## src/rtl/vga_fetch_shifter.sv

```systemverilog
`default_nettype none
// ============================================================================
//  Module   : vga_fetch_shifter
//  Purpose  : Fetches DATA_W-bit VRAM words over a request/acknowledge
//             handshake and shifts them out MSB-first as 1-bit pixels. One
//             word is buffered ahead of the shifter so fetch latency is
//             hidden. Word 0 of the next line is prefetched during
//             horizontal blanking. Underruns are flagged stickily.
//  Ports    : pixClock    - pixel clock, rising-edge active
//             nReset      - asynchronous active-low reset
//             vCount      - current line index from the timing generator
//             hSEActive   - horizontal active window
//             vSEActive   - vertical active window
//             invert      - invert active pixels
//             vramData    - VRAM read data, valid while vramAck=1
//             vramAck     - arbiter grant / data-valid strobe
//             vramReq     - read request, held until acknowledged
//             vramAddr    - word address of the outstanding request
//             vidOut      - registered pixel output
//             underrun    - sticky underrun flag
//             clrUnderrun - synchronous clear of underrun (set wins)
//  Revision : 1.0 - initial release
// ============================================================================
module vga_fetch_shifter #(
    parameter int DATA_W     = 8,
    parameter int ADDR_W     = 15,
    parameter int LINE_WORDS = 64,
    parameter int V_LINES    = 342,
    parameter int BASE_ADDR  = 0
) (
    input  logic              pixClock,
    input  logic              nReset,
    input  logic [9:0]        vCount,
    input  logic              hSEActive,
    input  logic              vSEActive,
    input  logic              invert,
    input  logic [DATA_W-1:0] vramData,
    input  logic              vramAck,
    output logic              vramReq,
    output logic [ADDR_W-1:0] vramAddr,
    output logic              vidOut,
    output logic              underrun,
    input  logic              clrUnderrun
);

    // Word indices run 0..LINE_WORDS; the value LINE_WORDS means "line done".
    localparam int IDX_W = $clog2(LINE_WORDS) + 1;
    localparam int CNT_W = (DATA_W > 1) ? $clog2(DATA_W) : 1;
    localparam int ROW_W = (V_LINES > 1) ? $clog2(V_LINES) : 1;

    localparam logic [IDX_W-1:0]  C_LW_IDX  = IDX_W'(LINE_WORDS);
    localparam logic [CNT_W-1:0]  C_LAST    = CNT_W'(DATA_W - 1);
    localparam logic [10:0]       C_VLINES  = 11'(V_LINES);
    localparam logic [ADDR_W-1:0] C_BASE    = ADDR_W'(BASE_ADDR);
    localparam logic [ADDR_W-1:0] C_LW_ADDR = ADDR_W'(LINE_WORDS);

    localparam logic [0:0] S_IDLE = 1'b0;
    localparam logic [0:0] S_REQ  = 1'b1;

    logic [0:0]        r_state, w_stateNext;
    logic              r_actD;
    logic              r_hv;
    logic              r_stale;
    logic [IDX_W-1:0]  r_tag;
    logic [DATA_W-1:0] r_buf;
    logic [DATA_W-1:0] r_shift;
    logic [IDX_W-1:0]  r_fetchIdx;
    logic [IDX_W-1:0]  r_slotIdx;
    logic [CNT_W-1:0]  r_bitCnt;
    logic [ROW_W-1:0]  r_row;
    logic [ADDR_W-1:0] r_vramAddr;
    logic              r_vidOut;
    logic              r_underrun;

    logic              w_vidActive, w_lineEnd, w_slotStart, w_tagHit;
    logic              w_under, w_ack, w_keep, w_launch;
    logic [10:0]       w_vNext;
    logic [ROW_W-1:0]  w_rowNext;
    logic [IDX_W-1:0]  w_fetchNext, w_slotInc;
    logic              w_hvNext;
    logic [ADDR_W-1:0] w_addrNext;

    assign w_vidActive = hSEActive & vSEActive;
    assign w_lineEnd   = r_actD & ~w_vidActive;
    assign w_slotStart = w_vidActive & (r_bitCnt == '0);
    assign w_tagHit    = r_hv & (r_tag == r_slotIdx);
    assign w_under     = w_slotStart & ~w_tagHit;
    assign w_ack       = (r_state == S_REQ) & vramAck;
    // A word requested before a line end belongs to the old row: drop it.
    assign w_keep      = w_ack & ~r_stale & ~w_lineEnd;
    assign w_vNext     = {1'b0, vCount} + 11'd1;
    // Slot index saturates at LINE_WORDS so overrun slots never match a tag.
    assign w_slotInc   = (r_slotIdx == C_LW_IDX) ? C_LW_IDX : r_slotIdx + IDX_W'(1);

    always_comb begin
        w_rowNext = r_row;
        if (!vSEActive) begin
            w_rowNext = '0;
        end else if (w_lineEnd) begin
            w_rowNext = (w_vNext >= C_VLINES) ? '0 : ROW_W'(w_vNext);
        end
    end

    always_comb begin
        w_fetchNext = r_fetchIdx;
        if (w_lineEnd) begin
            w_fetchNext = '0;
        end else if (w_keep) begin
            w_fetchNext = r_fetchIdx + IDX_W'(1);
        end else if (w_under && (r_state == S_IDLE) && (r_fetchIdx <= r_slotIdx)) begin
            // Skip words whose slot has already gone by.
            w_fetchNext = w_slotInc;
        end
    end

    always_comb begin
        w_hvNext = r_hv;
        if (w_lineEnd) begin
            w_hvNext = 1'b0;
        end else if (w_keep) begin
            w_hvNext = 1'b1;
        end else if (w_slotStart && w_tagHit) begin
            w_hvNext = 1'b0;
        end else if (w_under && r_hv && (r_tag < r_slotIdx)) begin
            w_hvNext = 1'b0;
        end
    end

    // Launch decisions look at the post-edge buffer/index/row so a slot
    // consumed, a skip or a line end on this edge is followed immediately.
    assign w_launch   = (r_state == S_IDLE) & ~w_hvNext & (w_fetchNext < C_LW_IDX);
    assign w_addrNext = C_BASE + ADDR_W'(w_rowNext) * C_LW_ADDR + ADDR_W'(w_fetchNext);

    // ---------------- fetch FSM ----------------
    always_ff @(posedge pixClock or negedge nReset) begin
        if (!nReset) begin
            r_state <= S_IDLE;
        end else begin
            r_state <= w_stateNext;
        end
    end

    always_comb begin
        w_stateNext = r_state;
        case (r_state)
            S_IDLE:  if (w_launch) w_stateNext = S_REQ;
            S_REQ:   if (vramAck)  w_stateNext = S_IDLE;
            default: w_stateNext = S_IDLE;
        endcase
    end

    always_comb begin
        vramReq = 1'b0;
        case (r_state)
            S_REQ:   vramReq = 1'b1;
            default: vramReq = 1'b0;
        endcase
    end

    // ---------------- datapath ----------------
    always_ff @(posedge pixClock or negedge nReset) begin
        if (!nReset) begin
            r_actD     <= 1'b0;
            r_hv       <= 1'b0;
            r_stale    <= 1'b0;
            r_tag      <= '0;
            r_buf      <= '0;
            r_shift    <= '0;
            r_fetchIdx <= '0;
            r_slotIdx  <= '0;
            r_bitCnt   <= '0;
            r_row      <= '0;
            r_vramAddr <= C_BASE;
            r_vidOut   <= 1'b0;
            r_underrun <= 1'b0;
        end else begin
            r_actD     <= w_vidActive;
            r_row      <= w_rowNext;
            r_fetchIdx <= w_fetchNext;
            r_hv       <= w_hvNext;

            if (w_keep) begin
                r_tag <= r_fetchIdx;
                r_buf <= vramData;
            end

            if (w_ack) begin
                r_stale <= 1'b0;
            end else if (w_lineEnd && (r_state == S_REQ)) begin
                r_stale <= 1'b1;
            end

            if (w_launch) begin
                r_vramAddr <= w_addrNext;
            end

            if (!w_vidActive) begin
                r_vidOut <= 1'b0;
                if (w_lineEnd) begin
                    r_bitCnt  <= '0;
                    r_slotIdx <= '0;
                end
            end else if (w_slotStart) begin
                r_bitCnt  <= C_LAST;
                r_slotIdx <= w_slotInc;
                if (w_tagHit) begin
                    r_vidOut <= r_buf[DATA_W-1] ^ invert;
                    r_shift  <= {r_buf[DATA_W-2:0], 1'b0};
                end else begin
                    r_vidOut <= invert;
                    r_shift  <= '0;
                end
            end else begin
                r_vidOut <= r_shift[DATA_W-1] ^ invert;
                r_shift  <= {r_shift[DATA_W-2:0], 1'b0};
                r_bitCnt <= r_bitCnt - CNT_W'(1);
            end

            if (w_under) begin
                r_underrun <= 1'b1;
            end else if (clrUnderrun) begin
                r_underrun <= 1'b0;
            end
        end
    end

    assign vramAddr = r_vramAddr;
    assign vidOut   = r_vidOut;
    assign underrun = r_underrun;

endmodule
`default_nettype wire

```

## config.mk

```make
export PLATFORM = sky130hd
export DESIGN_NAME = vga_fetch_shifter
export DESIGN_NICKNAME = d
export VERILOG_FILES = /design/src/rtl/vga_fetch_shifter.sv
export SDC_FILE = /design/constraint.sdc
export NUM_CORES = 1
export LEC_CHECK = 0
export BUFFER_PORTS_ARGS = -buffer_cell sky130_fd_sc_hd__buf_4
export CAP_MARGIN = 20
export CORE_MARGIN = 2
export CORE_UTILIZATION = 30
export DETAILED_ROUTE_END_ITERATION = 8
export GPL_ROUTABILITY_DRIVEN = 0
export MAX_ROUTING_LAYER = met4
export PLACE_DENSITY = 0.49
export SYNTH_ARGS = -nofsm -noshare
export SYNTH_HDL_FRONTEND = slang
export SYNTH_SLANG_ARGS = --single-unit
export TNS_END_PERCENT = 30
```

## constraint.sdc

```tcl
create_clock -name pixClock -period 4.2 [get_ports pixClock]
set_input_delay 0 -clock pixClock [delete_from_list [all_inputs] [get_ports pixClock]]
set_output_delay 0 -clock pixClock [all_outputs]
set_load 0.005 [all_outputs]
```

Word-level counts from Yosys, hierarchy flattened

Cells that the tools add are included.

Output and inout bits: 18
Logic and storage cells: 85
Input bits: 25
Register bits: 70

Reduce and logical (&&, ||, !) cells: 11
Bitwise operators: 18
Order comparisons: 4
$add $sub $neg: 5
Eq/ne operators: 3
Mux-type cells: 30

Operators by type and width:

| operator                                                                              | number |
|---|---|
| 7-bit two-way mux                                                                     | 7 |
| 9-bit two-way mux                                                                     | 3 |
| 8-bit two-way mux                                                                     | 2 |
| 15-bit by 7-bit adder with 15-bit output                                              | 1 |
| 7-bit by 1-bit adder with 7-bit output (second input constant)                        | 2 |
| 1-bit two-way mux                                                                     | 14 |
| 10-bit by 1-bit adder with 11-bit output (second input constant)                      | 1 |
| 11-bit by 9-bit greater-or-equal comparator with 1-bit output (second input constant) | 1 |
| 1-bit AND                                                                             | 10 |
| 3-bit two-way mux                                                                     | 3 |
| 7-bit equality test                                                                   | 1 |
| 7-bit equality test (second input constant)                                           | 1 |
| 7-bit <= comparator                                                                   | 1 |
| 7-bit < comparator                                                                    | 1 |
| 7-bit < comparator (second input constant)                                            | 1 |
| 1-bit logical AND                                                                     | 6 |
| 1-bit inverter                                                                        | 6 |
| 2-bit nonzero test                                                                    | 3 |
| 3-bit logical NOT                                                                     | 1 |
| 3-bit by 1-bit subtractor with 3-bit output (second input constant)                   | 1 |
| 2-bit by 1-bit inequality test with 1-bit output (second input constant)              | 1 |
| 1-bit case mux with 2 select lines                                                    | 1 |
| 2-bit AND reduction                                                                   | 1 |
| 1-bit bitwise XOR                                                                     | 2 |

Logic depth before layout (Yosys ltp)

Gate-level depths: netlist of the first run.

Depth after elaboration: 15
Mapped depth: 16
Mapped depth without buffers: 15

Worst setup path after synthesis of the first run

Ideal clock, no wire load.

Path type: register -> register
Start point: register r_bitCnt[0]
End point: register r_vramAddr[14], in the netlist vramAddr[14]
Path buffers: 1
Data required time: 4.118 ns
Library setup time: 0.082 ns
Clock period less this slack: 3.610 ns
Data arrival time: 3.528 ns
Setup slack: 0.590 ns
Cell stages (with the launch flop): 15
Cell sequence: dfrtp_1 inv_1 ha_1 nor2b_1 clkbuf_1 nand2_1 or3_1 or3b_1 a31oi_1 ha_1 ha_1 nand4_1 or3b_1 or4_1 a31oi_1

Elaborated cells between the ends (all ways): 20
Classes of those cells: add/sub (1); order compare (1); mux (7); bitwise (5); reduce/logical (6)

RTL lines:

| element                                                                          | line | text |
|---|---|---|
| start, declared                                                                  | 69   | `logic [CNT_W-1:0] r_bitCnt;` |
| start signal, assigned                                                           | 216  | `r_bitCnt <= r_bitCnt - CNT_W'(1);` |
| 3-bit logical NOT *                                                              | 85   | `assign w_slotStart = w_vidActive & (r_bitCnt == '0);` |
| 1-bit AND *                                                                      | 85   |  |
| 1-bit AND *                                                                      | 87   | `assign w_under = w_slotStart & ~w_tagHit;` |
| 1-bit logical AND * (2 in a row)                                                 | 110  | `end else if (w_under && (r_state == S_IDLE) && (r_fetchIdx <= r_slotIdx)) begin` |
| 7-bit two-way mux *                                                              | 110  |  |
| 7-bit two-way mux *                                                              | 108  | `end else if (w_keep) begin` |
| 7-bit two-way mux *                                                              | 106  | `if (w_lineEnd) begin` |
| net w_fetchNext[6]                                                               | 79   | `logic [IDX_W-1:0] w_fetchNext, w_slotInc;` |
| branches (longest 2 deep; another with 15-bit by 7-bit adder with 15-bit output) | --   |  |
| end signal, assigned                                                             | 194  | `r_vramAddr <= w_addrNext;` |
| end, declared                                                                    | 71   | `logic [ADDR_W-1:0] r_vramAddr;` |

Mark *: on every way through the listed nets, which the timed path passes.
A chain may end at the register's enable or synchronous reset.

Final worst setup path of the first run

Start point: register r_slotIdx[3]
End point: register r_vramAddr[14], in the netlist vramAddr[14]

Elaborated cells between the ends (all ways): 26
Classes of those cells: add/sub (2); order compare (3); eq/ne (2); mux (8); bitwise (6); reduce/logical (5)

RTL lines:

| element                                                                          | line | text |
|---|---|---|
| start, declared                                                                  | 68   | `logic [IDX_W-1:0] r_slotIdx;` |
| start signal, assigned                                                           | 205  | `r_slotIdx <= w_slotInc;` |
| branches (longest 6 deep; another with 7-bit by 1-bit adder with 7-bit output)   | --   |  |
| 7-bit two-way mux *                                                              | 110  |  |
| 7-bit two-way mux *                                                              | 108  |  |
| 7-bit two-way mux *                                                              | 106  |  |
| net w_fetchNext[6]                                                               | 79   |  |
| branches (longest 2 deep; another with 15-bit by 7-bit adder with 15-bit output) | --   |  |

Marked as above.

==> results of run 1 <==
==> registers in the layout, summed over array words and instances, names as in the netlist <==
name and count:
vidOut 1, r_fetchIdx 7, r_shift 7, r_state 1
r_buf 8, r_bitCnt 3, underrun 1, r_hv 1
r_row 9, r_stale 1, r_tag 7, r_slotIdx 7
vramAddr 15, r_actD 1
==> worst max-delay path by stage <==
stage                       from  cells after the start           end  slack, ns
CTS                 r_slotIdx[3]                     13  vramAddr[14]       0.38
detailed placement  r_slotIdx[4]                     13  vramAddr[14]       0.46
global route        r_slotIdx[4]                     13  vramAddr[14]       0.08
finish              r_slotIdx[3]                     13  vramAddr[14]       0.39
floorplan            r_bitCnt[0]                     14  vramAddr[14]       0.59
global placement    r_slotIdx[2]                     13  vramAddr[14]       0.55
==> layout make-up <==
class | count | area share, %
clock inverters | 7 | 1.50
well taps | 172 | 4.44
inverters | 20 | 1.55
flip-flops and latches | 69 | 35.6
repair buffers | 62 | 10.2
multi-input cells | 320 | 42.0
clock buffers | 9 | 4.65
==> power groups by stage <==
stage / sequential, mW / clock [mW] / combinational, mW
2_1_floorplan: 0.884 / 0 / 0.465
3_3_place_gp: 0.908 / 0 / 0.735
3_5_place_dp: 0.908 / 0 / 0.734
4_1_cts: 0.898 / 0.783 / 0.750
5_1_grt: 0.917 / 0.812 / 0.839
6_report: 0.897 / 0.759 / 0.742
==> synth_stat cells (5+ instances only) <==
cell type and count:
dfrtp_1 69, a31oi_1 13, xor2_1 6, clkbuf_1 12, nand3_1 22, nor2_1 30, inv_1 18, a21oi_1 9
a32oi_1 5, or3_1 5, nor3_1 7, nand4_1 7, ha_1 23, and3_1 9, nand2_1 78, o31ai_1 5
o21ai_0 20, mux2_1 6, xnor2_1 12
==> layer usage <==
metal	track usage (%)	vias to the layer above	part of all wire (%)
li1	-	1633	-
met4	4.52	0	1.2
met5	-	-	0
met2	23.3	57	45
met1	20.2	1540	50
met3	3.68	10	3.6
==> logic make-up (layout without fill, tap and decap cells) <==
kind of cell               after synthesis  count (layout)  synth area share, %
and+or+nand+nor                        183             183                 22.2
AOI/OAI and AO/OA                       88              88                 16.0
DFF                                     69              69                 44.5
buffers and inverters                   33              98                 3.22
adders and majority gates               23              23                 7.41
xor gates and xnor gates                18              18                 4.06
muxes                                    8               8                 2.58
==> stage by stage <==
stage / cells / worst slack, ns / utilization [%] / power (mW)
3_5_place_dp: 631 / 0.461 / 35.1 / 1.64
6_report: 659 / 0.390 / 38.4 / 2.40
4_1_cts: 659 / 0.382 / 38.4 / 2.43
2_1_floorplan: 422 / 0.590 / - / 1.35
3_3_place_gp: 631 / 0.547 / 35.1 / 1.64
5_1_grt: 659 / 0.0810 / 38.4 / 2.57
==> critical path, cell delays in order (launching register included) <==
cell and delay, ns:
dfrtp_1 0.43, inv_1 0.12, ha_1 0.30, nand4_1 0.10, nor2_1 0.06, or3_1 0.42, or3b_1 0.42, a31oi_1 0.23
ha_1 0.23, ha_1 0.19, nand4_1 0.14, or3b_1 0.40, or4_1 0.48, a31oi_1 0.19
==> what timing repair did <==
action	4_1_cts	5_1_grt
endpoints found under the hold margin	81	0
setup endpoints to repair	0	0
setup buffers	0	0
hold buffers	12	0
==> key figures, run 1 <==
Worst setup path
  – End of the worst register-to-register path: vramAddr[14]
  – FF-to-FF path depth: 13
  – Critical path arrival: 4.06 ns
  – Reg-to-reg startpoint: r_slotIdx[3]
  – Req. time, crit path: 4.45 ns
  – Critical path fanouts, max: 5
  – R2R Setup Slk: 0.39 ns
  – Endpoint class of the critical path: register
  – Crit Path Class: reg2reg
  – CP startpoint kind: register

Yosys
  – Mapped Area: 0.00388 mm2
  – Syn avg cell area: 9.20 um2
  – Top post-synthesis cells by area: dfrtp_1 44%, nand2_1 7.5%, ha_1 7.4%
  – Post-synth EDFFs: 0
  – Post-synth top area share: 44.5%
  – Post-synth top area cell: dfrtp_1
  – Syn_nets: 470
  – Ys async rst share: 100%
  – Synth warn: 0
  – FF+latch count, synth: 69
  – Cell variety after synth: 54
  – Post-synthesis sequential area ratio: 44.5%
  – Most used DFF post-synth: dfrtp_1
  – Synth Instances: 422

Place
  – Hpwl dp: 7.00 mm
  – Post-DP Area: 0.00443 mm2
  – I/O Buffers: 42

Detailed routing
  – Vias: 3240
  – Initial DRC count: 254
  – Drt first pass iters: 4
  – Final ANT Viol Nets: 0
  – Drt drc: 0
  – Via density: 4.92
  – WL/cell: 14.9 um
  – Final WL: 9.82 mm

Clock tree
  – # resized after CTS: 0
  – Root Driver: clkbuf_16
  – CTS max path bufs: 2
  – Clk sink count: 69
  – Clk Latency, worst-skew pair: 0.34 ns
  – CTS HTree Levels: 3
  – CTS tree: done
  – Clock slew at reported path FFs: 0.06 ns
  – Cts bufs inserted: 9

Global route
  – Gr usage total: 15.3%
  – Largest net degree at the start of global routing: 70
  – Initial antenna violation count: 0
  – First-pass GRT wire length: 16.5 mm
  – Vias in the first global route: 3209
  – GRT overflow: 0

Cells and area
  – Fin area: 0.00484 mm2
  – Fill cells: 1297
  – Synthesis-to-layout area growth: 24.8%
  – Leading cell type in the layout, fill and taps excluded: nand2_1
  – Most frequent cells in the layout: 78 x nand2_1, 69 x dfrtp_1, 50 x buf_4
  – Area of the multi-input gates: 0.00203 mm2
  – Register area: 0.00173 mm2
  – Inserted Diodes: 0
  – Nets@finish: 530
  – Share of cells above drive strength 1: 16.0%

Pwr
  – Combinational Power Share: 30.9%
  – Switching share of power: 34.5%
  – Pwr/cell area: 495 mW/mm2
  – Sequential power share: 37.4%
  – Worst ir drop on vdd: 0.271 mV
  – Switching power: 828 uW
  – Clock share of power: 31.7%
  – Int Power: 1.57 mW
  – Leak: 2.24 nW

Timing
  – Max transition margin: 39.7%
  – WHS: 0.0500 ns
  – Tmin final: 3.81 ns
  – Slew Viols, Final: 0
  – Fin. Hold Viols: 0
  – Fmax: 263 MHz
  – Post-Route Skew: 0.00830 ns
  – Setup TNS: 0 ns
  – RSZ-0062 raised after global routing: false
  – Tcrit/Tclk final: 90.7%
  – Final setup viols: 0
  – Worst slew pin tran: 0.904 ns

Run
  – MaxCap Viol Count: 0

Hold path
  – Min-delay src: vSEActive
  – Hold Crit Endpoint: r_row[4]
  – Hold Crit Depth: 2
  – Worst hold path class: in2reg

Die
  – IO Pins: 43
  – Vert. Die Dim: 118 um
  – Starting Density: 30.8%
  – Die width: 118 um
  – Core area: 0.0126 mm2
  – Core Rows: 41
  – Die ar.: 0.0139 mm2

Status
  – Outcome: finished clean
Note: power is estimated with default switching activity, not from simulation.
==> inputs of run 2 (changes only) <==
==> constraint.sdc (replaced) <==
create_clock -name pixClock -period 4.4 [get_ports pixClock]
set_input_delay 0 -clock pixClock [delete_from_list [all_inputs] [get_ports pixClock]]
set_output_delay 0 -clock pixClock [all_outputs]
set_load 0.005 [all_outputs]
==> run 2 against run 1 <==
  * Clock power down 5.7%
  * Sequential share of layout area up 0.19 points
  * Sequential power down 3.6%
  * Critical path depth unchanged
  * First-iteration DRC count down 23%
  * Final area down 0.54%
  * Non-clock buffer count down 3
  * Count of clock-buffer cells in the layout up 3
  * Clock skew down 0.0021 ns
==> key figures, run 2 (synthesized netlist as in run 1, its figures left out) <==
Die
  – IO Pins: 43 (unchanged)
  – Vert. Die Dim: 118 um (unchanged)
  – Die ar.: 0.0139 mm2 (unchanged)
  – Die width: 118 um (unchanged)
  – Starting Density: 30.8% (unchanged)
  – Core Rows: 41 (unchanged)
  – Core area: 0.0126 mm2 (unchanged)

Worst setup path
  – Req. time, crit path: 4.66 ns (+0.21 ns)
  – Critical-path cell list: inv_1, ha_1, a21o_1, a211oi_1, a21oi_1, or3b_1, a31oi_1, ha_1, ha_1, nand4_1, or3b_1, or4_1, a31oi_1
  – Slowest-stage cell, CP: or4_1
  – Worst path most repeated cell: ha_1
  – CP startpoint kind: register
  – Endpoint class of the critical path: register
  – Critical path fanouts, max: 5 (unchanged)
  – Worst Path Buf+Inv: 1 (unchanged)
  – Crit-path leading delay family: simple AND/OR/NAND/NOR gates
  – Max incr delay on CP: 0.48 ns (about the same)
  – Critical path arrival: 4.05 ns (about the same)
  – Crit Path Class: reg2reg

Clock tree
  – # resized after CTS: 0 (unchanged)
  – CTS max path bufs: 2 (unchanged)
  – CTS Hold Bufs: 12 (unchanged)
  – Cts bufs inserted: 9 (unchanged)
  – Root Driver: clkbuf_16
  – CTS HTree Levels: 3 (unchanged)
  – Clk sink count: 69 (unchanged)
  – CTS tree: done
  – Post-CTS Setup Inserts: 0 (unchanged)
  – Clk Latency, worst-skew pair: 0.33 ns (about the same)
  – Clock slew at reported path FFs: 0.05 ns (about the same)

Global route
  – Gr usage total: 15.5% (+0.23 points)
  – Initial antenna violation count: 0 (unchanged)
  – First-pass GRT wire length: 16.8 mm (+1.8%)
  – Vias in the first global route: 3328 (+3.7%)
  – GRT overflow: 0 (unchanged)
  – Largest net degree at the start of global routing: 70 (unchanged)

Pwr
  – Pwr/cell area: 469 mW/mm2 (-5.2%)
  – Worst ir drop on vdd: 0.218 mV (-20%)
  – Pwr Total: 2.26 mW (-5.7%)
  – Leak: 2.22 nW (-0.69%)

Hold path
  – Worst hold path class: in2reg

Timing
  – RSZ-0062 raised after global routing: false
  – Tmin final: 3.80 ns (-0.0118 ns)
  – Fin. Hold Viols: 0 (unchanged)
  – Max transition margin: 40.6% (+0.84 points)
  – Setup TNS: 0 ns (unchanged)
  – Tcrit/Tclk final: 86.3% (-4.4 points)
  – Slew Viols, Final: 0 (unchanged)
  – Fmax: 263 MHz (+0.31%)
  – Final setup viols: 0 (unchanged)
  – Worst slew pin tran: 0.892 ns (-0.0126 ns)
  – Post-Route Skew: 0.00616 ns (-0.00214 ns)
  – Setup slack after layout: 0.602 ns (+0.212 ns)

Cells and area
  – Area of the multi-input gates: 0.00203 mm2 (unchanged)
  – Fin area: 0.00482 mm2 (-0.54%)
  – Share of cells above drive strength 1: 15.1% (-0.93 points)
  – Fill cells: 1301 (+0.31%)
  – Inserted Diodes: 0 (unchanged)
  – Synthesis-to-layout area growth: 24.1%
  – Most frequent cells in the layout: 78 x nand2_1, 69 x dfrtp_1, 47 x buf_4
  – Max reg flops: 15 (unchanged)
  – Register area: 0.00173 mm2 (unchanged)
  – Nets@finish: 527 (-0.57%)
  – Leading cell type in the layout, fill and taps excluded: nand2_1

Detailed routing
  – Final ANT Viol Nets: 0 (unchanged)
  – Initial DRC count: 196 (-23%)
  – Drt first pass iters: 4 (unchanged)
  – WL/cell: 14.9 um (+0.15%)
  – Vias: 3272 (+0.99%)
  – Via density: 4.99 (+1.4%)
  – Final WL: 9.79 mm (-0.31%)
  – Drt drc: 0 (unchanged)

Place
  – Post-DP Area: 0.00440 mm2 (-0.51%)
  – I/O Buffers: 42 (unchanged)
  – Hpwl dp: 6.97 mm (-0.41%)
  – Setup WS pre-CTS: 0.604 ns (+0.143 ns)

Status
  – Outcome: finished clean

Run
  – MaxCap Viol Count: 0 (unchanged)
[run 2: metal layers]
| metal | share of wire [%] | vias up | track usage [%] |
|---|---|---|---|
| met5 | 0 | - | - |
| met4 | 1.8 | 0 | 5.80 |
| met3 | 3.3 | 12 | 3.25 |
| met2 | 46 | 52 | 23.4 |
| met1 | 49 | 1582 | 20.5 |
| li1 | - | 1626 | - |
[run 2: worst register-to-register path: stages, from the launching register on]
cell      delay (ns)
dfrtp_1         0.41
inv_1           0.16
ha_1            0.27
a21o_1          0.18
a211oi_1        0.25
a21oi_1         0.17
or3b_1          0.43
a31oi_1         0.23
ha_1            0.22
ha_1            0.19
nand4_1         0.15
or3b_1          0.41
or4_1           0.48
a31oi_1         0.17
[run 2: worst paths after layout]
kind | startpoint | end | slack, ns | depth (start not counted)
max in group asynchronous | nReset | r_buf[0] | 3.50 | 2
worst min register to register | r_buf[6] | r_buf[6] | 0.48 | 2
worst max-delay path | r_slotIdx[4] | vramAddr[14] | 0.60 | 13
worst min-delay path | vSEActive | r_row[4] | 0.06 | 2
worst max register to register | r_slotIdx[4] | vramAddr[14] | 0.60 | 13
min in group asynchronous | nReset | r_row[7] | 0.34 | 2
[run 2: final cells by class]
type | count | area share [%]
Sequential cell | 69 | 35.8
Inverter | 20 | 1.56
Clock inverter | 4 | 0.987
Timing Repair Buffer | 59 | 9.82
Multi-Input combinational cell | 320 | 42.2
Tap cell | 172 | 4.47
Clock buffer | 12 | 5.12
[run 2: metrics by stage]
stage | hold WS, ns | util (%) | std cells
floorplan | -0.296 | - | 422
global placement | 0.191 | 34.9 | 628
detailed placement | 0.194 | 34.9 | 628
CTS | 0.0390 | 38.2 | 656
global route | 0.0642 | 38.2 | 656
finish | 0.0593 | 38.2 | 656
[run 2: report_power, final]
part           total (mW)  internal, mW  leakage, nW  switching, mW
clock network       0.716         0.452        0.143          0.264
registers           0.865         0.765        0.913         0.0993
logic               0.681         0.286         1.17          0.395
